--- config.mk ---
export PLATFORM = sky130hd
export DESIGN_NAME = fetch_ctrl
export DESIGN_NICKNAME = d
export VERILOG_FILES = /design/src/rtl/fetch_ctrl_pkg.sv /design/src/rtl/fetch_ctrl_pc_next_unit.sv /design/src/rtl/fetch_ctrl.sv
export SDC_FILE = /design/constraint.sdc
export NUM_CORES = 1
export LEC_CHECK = 0
export BUFFER_PORTS_ARGS = -buffer_cell sky130_fd_sc_hd__buf_2
export CORE_MARGIN = 4
export CORE_UTILIZATION = 58
export DETAILED_ROUTE_END_ITERATION = 8
export GPL_TIMING_DRIVEN = 0
export PLACE_DENSITY_LB_ADDON = 0.25
export SLEW_MARGIN = 5
export SYNTH_ARGS = -nofsm -noshare
export SYNTH_HDL_FRONTEND = slang
export SYNTH_SLANG_ARGS = --single-unit
export TNS_END_PERCENT = 5
--- constraint.sdc ---
create_clock -name clk -period 6.5 [get_ports clk]
set_input_delay 0.975 -clock clk [delete_from_list [all_inputs] [get_ports clk]]
set_output_delay 0.975 -clock clk [all_outputs]
set_load 0.05 [all_outputs]
--- src/rtl/fetch_ctrl_pkg.sv ---
// Shared types and constants for the instruction fetch controller.
// State codes are plain 3-bit constants so debug tooling can decode state_o directly.
package fetch_ctrl_pkg;

    localparam int unsigned XLEN = 32;
    localparam int unsigned TO_W = 8;

    localparam logic [XLEN-1:0] DEF_RESET_PC      = 32'h0000_0000;
    localparam int unsigned     DEF_FETCH_TIMEOUT = 16;

    typedef logic [2:0] state_t;

    localparam state_t ST_IDLE  = 3'd0;
    localparam state_t ST_FETCH = 3'd1;
    localparam state_t ST_EXEC  = 3'd2;
    localparam state_t ST_HALT  = 3'd3;
    localparam state_t ST_ERROR = 3'd4;

endpackage

--- src/rtl/fetch_ctrl_pc_next_unit.sv ---
// Next-PC selection: branch target or sequential increment, both modulo 2^XLEN.
module pc_next_unit
    import fetch_ctrl_pkg::*;
(
    input  logic [XLEN-1:0] pc,
    input  logic            br_taken,
    input  logic [XLEN-1:0] br_offset,
    output logic [XLEN-1:0] pc_nxt
);

    always_comb begin
        pc_nxt = br_taken ? (pc + br_offset) : (pc + XLEN'(1));
    end

endmodule

--- src/rtl/fetch_ctrl.sv ---
// Fetch/execute sequencing FSM with a fetch timeout watchdog and a retired-instruction counter.
// HALT and ERROR are terminal; only reset leaves them.
module fetch_ctrl
    import fetch_ctrl_pkg::*;
#(
    parameter logic [31:0] RESET_PC      = DEF_RESET_PC,
    parameter int unsigned FETCH_TIMEOUT = DEF_FETCH_TIMEOUT
) (
    input  logic        clk,
    input  logic        rst_n,
    input  logic        imem_ready,
    input  logic        br_taken,
    input  logic [31:0] br_offset,
    input  logic        stall,
    input  logic        halt,
    output logic        imem_req,
    output logic [31:0] imem_addr,
    output logic [31:0] pc,
    output logic        instr_valid,
    output logic [31:0] instret,
    output logic        fetch_err,
    output logic [2:0]  state_o
);

    localparam logic [TO_W-1:0] TO_LAST = TO_W'(FETCH_TIMEOUT - 1);

    state_t            state_q, state_d;
    logic [XLEN-1:0]   pc_q, pc_d;
    logic [XLEN-1:0]   instret_q, instret_d;
    logic [TO_W-1:0]   to_cnt_q, to_cnt_d;
    logic              fetch_err_q, fetch_err_d;
    logic              imem_req_q, instr_valid_q;
    logic [XLEN-1:0]   pc_nxt_w;

    pc_next_unit u_pc_next (
        .pc        (pc_q),
        .br_taken  (br_taken),
        .br_offset (br_offset),
        .pc_nxt    (pc_nxt_w)
    );

    // Next-state, PC, counters; branch/stall/halt only matter in EXEC, imem_ready only in FETCH
    always_comb begin
        state_d     = state_q;
        pc_d        = pc_q;
        instret_d   = instret_q;
        to_cnt_d    = to_cnt_q;
        fetch_err_d = fetch_err_q;
        case (state_q)
            ST_IDLE: state_d = ST_FETCH;
            ST_FETCH: begin
                if (imem_ready) begin
                    state_d  = ST_EXEC;
                    to_cnt_d = '0;
                end else if (to_cnt_q == TO_LAST) begin
                    state_d     = ST_ERROR;
                    fetch_err_d = 1'b1;
                end else begin
                    to_cnt_d = to_cnt_q + TO_W'(1);
                end
            end
            ST_EXEC: begin
                if (!stall) begin
                    instret_d = instret_q + XLEN'(1);
                    if (halt) begin
                        state_d = ST_HALT;
                    end else begin
                        state_d = ST_FETCH;
                        pc_d    = pc_nxt_w;
                    end
                end
            end
            default: ;
        endcase
    end

    // Moore strobes are registered from the next state so they line up with state_q
    always_ff @(posedge clk) begin
        if (!rst_n) begin
            state_q       <= ST_IDLE;
            pc_q          <= RESET_PC;
            instret_q     <= '0;
            to_cnt_q      <= '0;
            fetch_err_q   <= 1'b0;
            imem_req_q    <= 1'b0;
            instr_valid_q <= 1'b0;
        end else begin
            state_q       <= state_d;
            pc_q          <= pc_d;
            instret_q     <= instret_d;
            to_cnt_q      <= to_cnt_d;
            fetch_err_q   <= fetch_err_d;
            imem_req_q    <= (state_d == ST_FETCH);
            instr_valid_q <= (state_d == ST_EXEC);
        end
    end

    assign imem_req    = imem_req_q;
    assign imem_addr   = pc_q;
    assign pc          = pc_q;
    assign instr_valid = instr_valid_q;
    assign instret     = instret_q;
    assign fetch_err   = fetch_err_q;
    assign state_o     = state_q;

endmodule

==> results of run 1 <==
worst reg2reg max path: stages, from the launching register on:
cell and delay, ps:
dfxtp_1 370, ha_1 250, fa_1 410, a21o_1 230
a221oi_2 360, o221ai_2 250, and2_0 190, o21ai_0 380
a31oi_1 250, nand4_1 170, o211ai_1 110
logic make-up after synthesis:
logic type / count (synthesis) / share of synthesized area
and+or+nand+nor: 276 / 0.281
AOI/OAI and AO/OA: 142 / 0.169
DFF: 78 / 0.289
buffers and inverters: 74 / 0.0753
xor gates and xnor gates: 60 / 0.0973
adders and majority gates: 34 / 0.0801
muxes: 4 / 0.00788
where the power goes:
part           internal, W  switching, W
clock             0.000183      0.000200
sequential        0.000483    0.00000504
combinational    0.0000491     0.0000880
total             0.000715      0.000293
cells in the final DEF (no fill, tap or decap), types with 2 or more instances in the layout:
cell      instances
a21boi_0          6
a21o_1           16
a21oi_1          38
a221oi_1          3
a31oi_1           7
and2_1           78
and3_1           11
buf_2           139
buf_4            32
clkbuf_1         26
clkbuf_8          9
clkinv_2          2
dfxtp_1          78
ha_1             33
inv_1            14
inv_6             3
mux2i_1           2
nand2_1          71
nand2b_1          4
nand3_1          28
nand3b_1          2
nand4_1          12
nand4_2           2
nand4b_1          5
nor2_1           28
nor2b_1          10
nor3_1            8
nor4_1            2
o211a_1           2
o211ai_1          5
o21a_1            2
o21ai_0          41
o21bai_1          5
o221ai_1          2
o31ai_1           2
or3_1             3
xnor2_1          42
xor2_1           18
layout make-up:
type,count,area share
repair buffers,138,0.107
multi-input cells,516,0.534
flip-flops and latches,78,0.243
clock inverters,7,0.0121
inverters,14,0.00817
clock buffers,9,0.0193
plain buffers,60,0.0551
well taps,108,0.0210
metal layers:
layer  global-route usage  routed length (µm)
met5                    0                   0
met4               0.0741                 238
met1                0.315                5990
met3               0.0341                 713
met2                0.440                6770
worst min-delay path by stage:
stage | to | start | slack [ps] | depth (start not counted)
4_1_cts | imem_addr[25] | imem_addr[25] | 520 | 2
3_5_place_dp | imem_addr[25] | imem_addr[25] | 500 | 2
2_1_floorplan | to_cnt_q[7] | to_cnt_q[7] | 470 | 2
3_3_place_gp | to_cnt_q[7] | to_cnt_q[7] | 490 | 2
5_1_grt | imem_addr[25] | imem_addr[25] | 540 | 2
6_report | imem_addr[25] | imem_addr[25] | 520 | 2
flip-flops by register name (all words and copies together) (netlist names):
| name | count |
|---|---|
| fetch_err | 1 |
| imem_addr | 32 |
| imem_req | 1 |
| instr_valid | 1 |
| instret | 32 |
| state_o | 3 |
| to_cnt_q | 8 |
stage by stage:
| stage | worst slack, ps | area, µm² |
|---|---|---|
| 2_1_floorplan | 3180 | 5400 |
| 3_3_place_gp | 2530 | 6230 |
| 3_5_place_dp | 2490 | 6230 |
| 4_1_cts | 2820 | 6430 |
| 5_1_grt | 2660 | 6430 |
| 6_report | 2800 | 6430 |
==> results.json, run 1 <==
{
  "ff2ff_path_depth": 10,
  "slew_headroom": 0.570,
  "outcome": "finished, final reports clean",
  "endpoint": "imem_addr[26]",
  "r2r_start": "imem_addr[0]",
  "postRouteAntennaNets": 0,
  "hold_viol": 0,
  "hold_class": "reg -> reg",
  "startpoint": "br_taken",
  "period_share": 0.570,
  "wl_um": 13700,
  "grt_pass1_wl_um": 23200,
  "area_growth_pct": 19.0,
  "htreeDepth": 3,
  "synth_flop_cell": "dfxtp_1",
  "clockBufferDepth": 2,
  "path_delay_family": "compound AO/OA/AOI/OAI gates",
  "synth_top_cell_by_area": "dfxtp_1",
  "multi_input_area_um2": 3430,
  "antenna_cells": 0,
  "drv_slew": 0,
  "drc": 0,
  "synth_seq_cells": 78,
  "synth_area_um2": 5400,
  "cts-root-buf": "clkbuf_8",
  "cp_slowest_stage_delay_ps": 430,
  "start_util": 0.608,
  "syn-instance-count": 668,
  "period_needed_ps": 3700,
  "synthDistinctLibCells": 64,
  "die_area_um2": 10900,
  "drv_cap": 0,
  "io-pin-count": 140,
  "placedCellCount": 914,
  "vias_per_cell": 5.62,
  "critPathSlowestCell": "fa_1",
  "path_buf_inv": 2,
  "synth_area_leaders": "dfxtp_1 (29%), and2_1 (9.0%), ha_1 (7.6%)",
  "path_clk_slew_ps": 90,
  "avgSynthCellArea_um2": 8.09,
  "rsz0062_at_grt": "no",
  "cp_num_cells": 12,
  "postCtsSetupRepairBufs": 0,
  "cp-start-kind": "input pin",
  "instances_no_fill": 930,
  "async_reset_ff_frac": 0,
  "reg2reg_slack_ps": 3430,
  "syn-num-nets": 740,
  "yosys_warnings": 0,
  "cts_resized": 0,
  "place_congestion": 0.949,
  "cellLeakagePower_nw": 3.13,
  "netlist_top_cells_count": "and2_1 (78), dfxtp_1 (78), nand2_1 (71)",
  "clock_skew_ps": 12.3,
  "drt_pass1_iterations": 5,
  "path_cells": "buf_2, clkbuf_1, and2_1, fa_1, a21o_1, a221oi_2, o221ai_2, and2_0, o21ai_0, a31oi_1, nand4_1, o211ai_1",
  "io_buffers": 138,
  "worst_slew_pin_slew_ps": 644,
  "cts_num_sinks": 78,
  "fin_util": 0.723,
  "cts_buffers": 9,
  "grt_pass1_vias": 5074,
  "worstSetupPathType": "in -> reg",
  "r2r-end": "imem_addr[26]",
  "synth_edf_count": 0,
  "vias": 5225,
  "vdd_drop_max_uv": 101,
  "end_kind": "register",
  "hold_buffers": 0,
  "die_w_um": 105,
  "overflow": 0,
  "hold_slack_ps": 517,
  "track_usage": 0.249,
  "power_density_nw_per_um2": 157,
  "grt_max_degree": 16,
  "arrival_ps": 3930,
  "clk_latency_ps": 350,
  "worst-endpoint-required_ps": 6720,
  "routedWlPerCell_um": 14.7,
  "coreArea_um2": 8890,
  "dp.final_hpwl_um": 10700,
  "synth_top_cell_area_share": 0.289,
  "antenna_found_initial": 0,
  "report.power.total_w": 0.00101,
  "ys_seq_area_frac": 0.289,
  "path_max_fanout": 10,
  "row_count": 34,
  "fillers": 747,
  "seqCellArea_um2": 1560,
  "fmax_ghz": 0.270,
  "drtIter0Drc": 204,
  "drive_gt1_frac": 0.251,
  "fin_nets": 889,
  "tns_ps": 0,
  "die-height_um": 105,
  "setup_viol": 0,
  "cts_tree": "built"
}
No activity file was read; power rests on OpenSTA's default activity.
==> inputs of run 2 (changes only) <==
--- a/config.mk
+++ b/config.mk
@@ -7,7 +7,7 @@
 export LEC_CHECK = 0
 export BUFFER_PORTS_ARGS = -buffer_cell sky130_fd_sc_hd__buf_2
 export CORE_MARGIN = 4
-export CORE_UTILIZATION = 58
+export CORE_UTILIZATION = 54
 export DETAILED_ROUTE_END_ITERATION = 8
 export GPL_TIMING_DRIVEN = 0
 export PLACE_DENSITY_LB_ADDON = 0.25
==> constraint.sdc (replaced) <==
create_clock -name clk -period 3.8 [get_ports clk]
set_input_delay 0.57 -clock clk [delete_from_list [all_inputs] [get_ports clk]]
set_output_delay 0.57 -clock clk [all_outputs]
set_load 0.05 [all_outputs]
==> run 2 against run 1 <==
  * Clock-buffer cell count did not move
  * Final area increased by 0.64%
  * Total power is 74% higher
  * Sequential power up 71%
==> results.json, run 2 (synthesis gave the netlist of run 1 again) <==
{
  "outcome": "finished, final reports clean",
  "hold_slack_ps": 504,
  "period_needed_ps": 3350,
  "arrival_ps": 3590,
  "drt_pass1_iterations": 5,
  "period_share": 0.883,
  "drc": 0,
  "dp.final_hpwl_um": 10700,
  "drtIter0Drc": 205,
  "vias": 5091,
  "die_w_um": 108,
  "clock_skew_ps": 12.7,
  "final_cell_mix": "buf_2 (139), and2_1 (78), dfxtp_1 (78)",
  "overflow": 0,
  "clk_latency_ps": 350,
  "cts_resized": 0,
  "wl_um": 13800,
  "drv_cap": 0,
  "tns_ps": 0,
  "routedWlPerCell_um": 14.5,
  "end_kind": "register",
  "worst_slew_pin_slew_ps": 639,
  "antenna_found_initial": 0,
  "path_clk_slew_ps": 80,
  "fin_nets": 889,
  "worstSetupPathType": "in -> reg",
  "drv_slew": 0,
  "antenna_cells": 0,
  "rsz0062_at_grt": "no",
  "grt_max_degree": 14,
  "place_congestion": 0.877,
  "postCtsSetupRepairBufs": 0,
  "grt_pass1_wl_um": 22600,
  "post-place-ws_ps": 87.5,
  "setup_viol": 0,
  "start_util": 0.553,
  "path_cells": "buf_2, clkbuf_1, and2_1, fa_1, a21o_1, a221oi_2, o221ai_2, and2_0, o21ai_0, o221ai_1, nand4b_1, o211ai_1",
  "io-pin-count": 140,
  "cp-start-kind": "input pin",
  "cts_buffers": 9,
  "hold_viol": 0,
  "postRouteAntennaNets": 0,
  "power_density_nw_per_um2": 271,
  "cts_tree": "built",
  "hold_buffers": 0,
  "cp_slowest_stage_delay_ps": 450,
  "cts_num_sinks": 78,
  "cellLeakagePower_nw": 3.13,
  "area_growth_pct": 19.8,
  "row_count": 36,
  "fmax_ghz": 0.298,
  "vias_per_cell": 5.34,
  "track_usage": 0.237,
  "critPathSlowestCell": "fa_1",
  "path_max_fanout": 10,
  "cts-root-buf": "clkbuf_8",
  "htreeDepth": 3,
  "die_area_um2": 11700,
  "drive_gt1_frac": 0.250,
  "final_common_cell": "buf_2",
  "clockBufferDepth": 2,
  "vdd_drop_max_uv": 148,
  "io_buffers": 138,
  "hold_class": "reg -> reg",
  "worst-endpoint-required_ps": 4040,
  "slew_headroom": 0.572,
  "setup_slack_ps": 446,
  "coreArea_um2": 9770,
  "grt_pass1_vias": 4828,
  "die-height_um": 108
}
-- run 2: cell count changes in the layout (fill, tap and decap cells not counted) --
| cell | before | now |
|---|---|---|
| clkinv_4 | 0 | 2 |
| inv_6 | 3 | 0 |
| bufinv_16 | 1 | 2 |
| inv_8 | 1 | 0 |
-- run 2: worst paths after layout --
| kind | startpoint | cells past startpoint | end | slack [ps] |
|---|---|---|---|---|
| worst min-delay path | imem_addr[0] | 2 | imem_addr[0] | 500 |
| worst max-delay path | br_taken | 12 | imem_addr[28] | 450 |
| worst min register to register | imem_addr[0] | 2 | imem_addr[0] | 500 |
| worst max register to register | imem_addr[0] | 10 | imem_addr[28] | 690 |
-- run 2: cell type report --
class / instances / area (µm²)
Clock inverter: 6 / 87.6
Fill cell: 887 / 3300
Multi-Input combinational cell: 516 / 3430
Tap cell: 133 / 166
Timing Repair Buffer: 138 / 691
Sequential cell: 78 / 1560
Clock buffer: 9 / 124
Inverter: 14 / 52.6
Buffer: 60 / 354
-- run 2: per-layer routing --
layer,GRT usage,wire length [µm],up-vias
met2,0.407,6720,146
met3,0.0370,715,18
met5,0,0,-
met1,0.312,6180,2347
met4,0.0613,182,0
li1,-,-,2580
-- run 2: power breakdown --
part           internal, W  switching [W]
combinational    0.0000842       0.000152
clock             0.000366       0.000316
sequential        0.000825     0.00000857
-- run 2: through the flow --
step / cell area, µm² / util / power (W) / cells
floorplan: 5400 / - / 0.00102 / 668
global placement: 6260 / 0.640 / 0.00108 / 939
detailed placement: 6260 / 0.640 / 0.00109 / 939
CTS: 6470 / 0.662 / 0.00177 / 954
global route: 6470 / 0.662 / 0.00182 / 954
finish: 6470 / 0.662 / 0.00175 / 954
-- run 2: worst max-delay path: cells and delay by family --
family,cells,cell delay (ps)
fa+ha+maj,1,450
compound gates,6,1660
simple gates,3,560
buf+inv,2,340
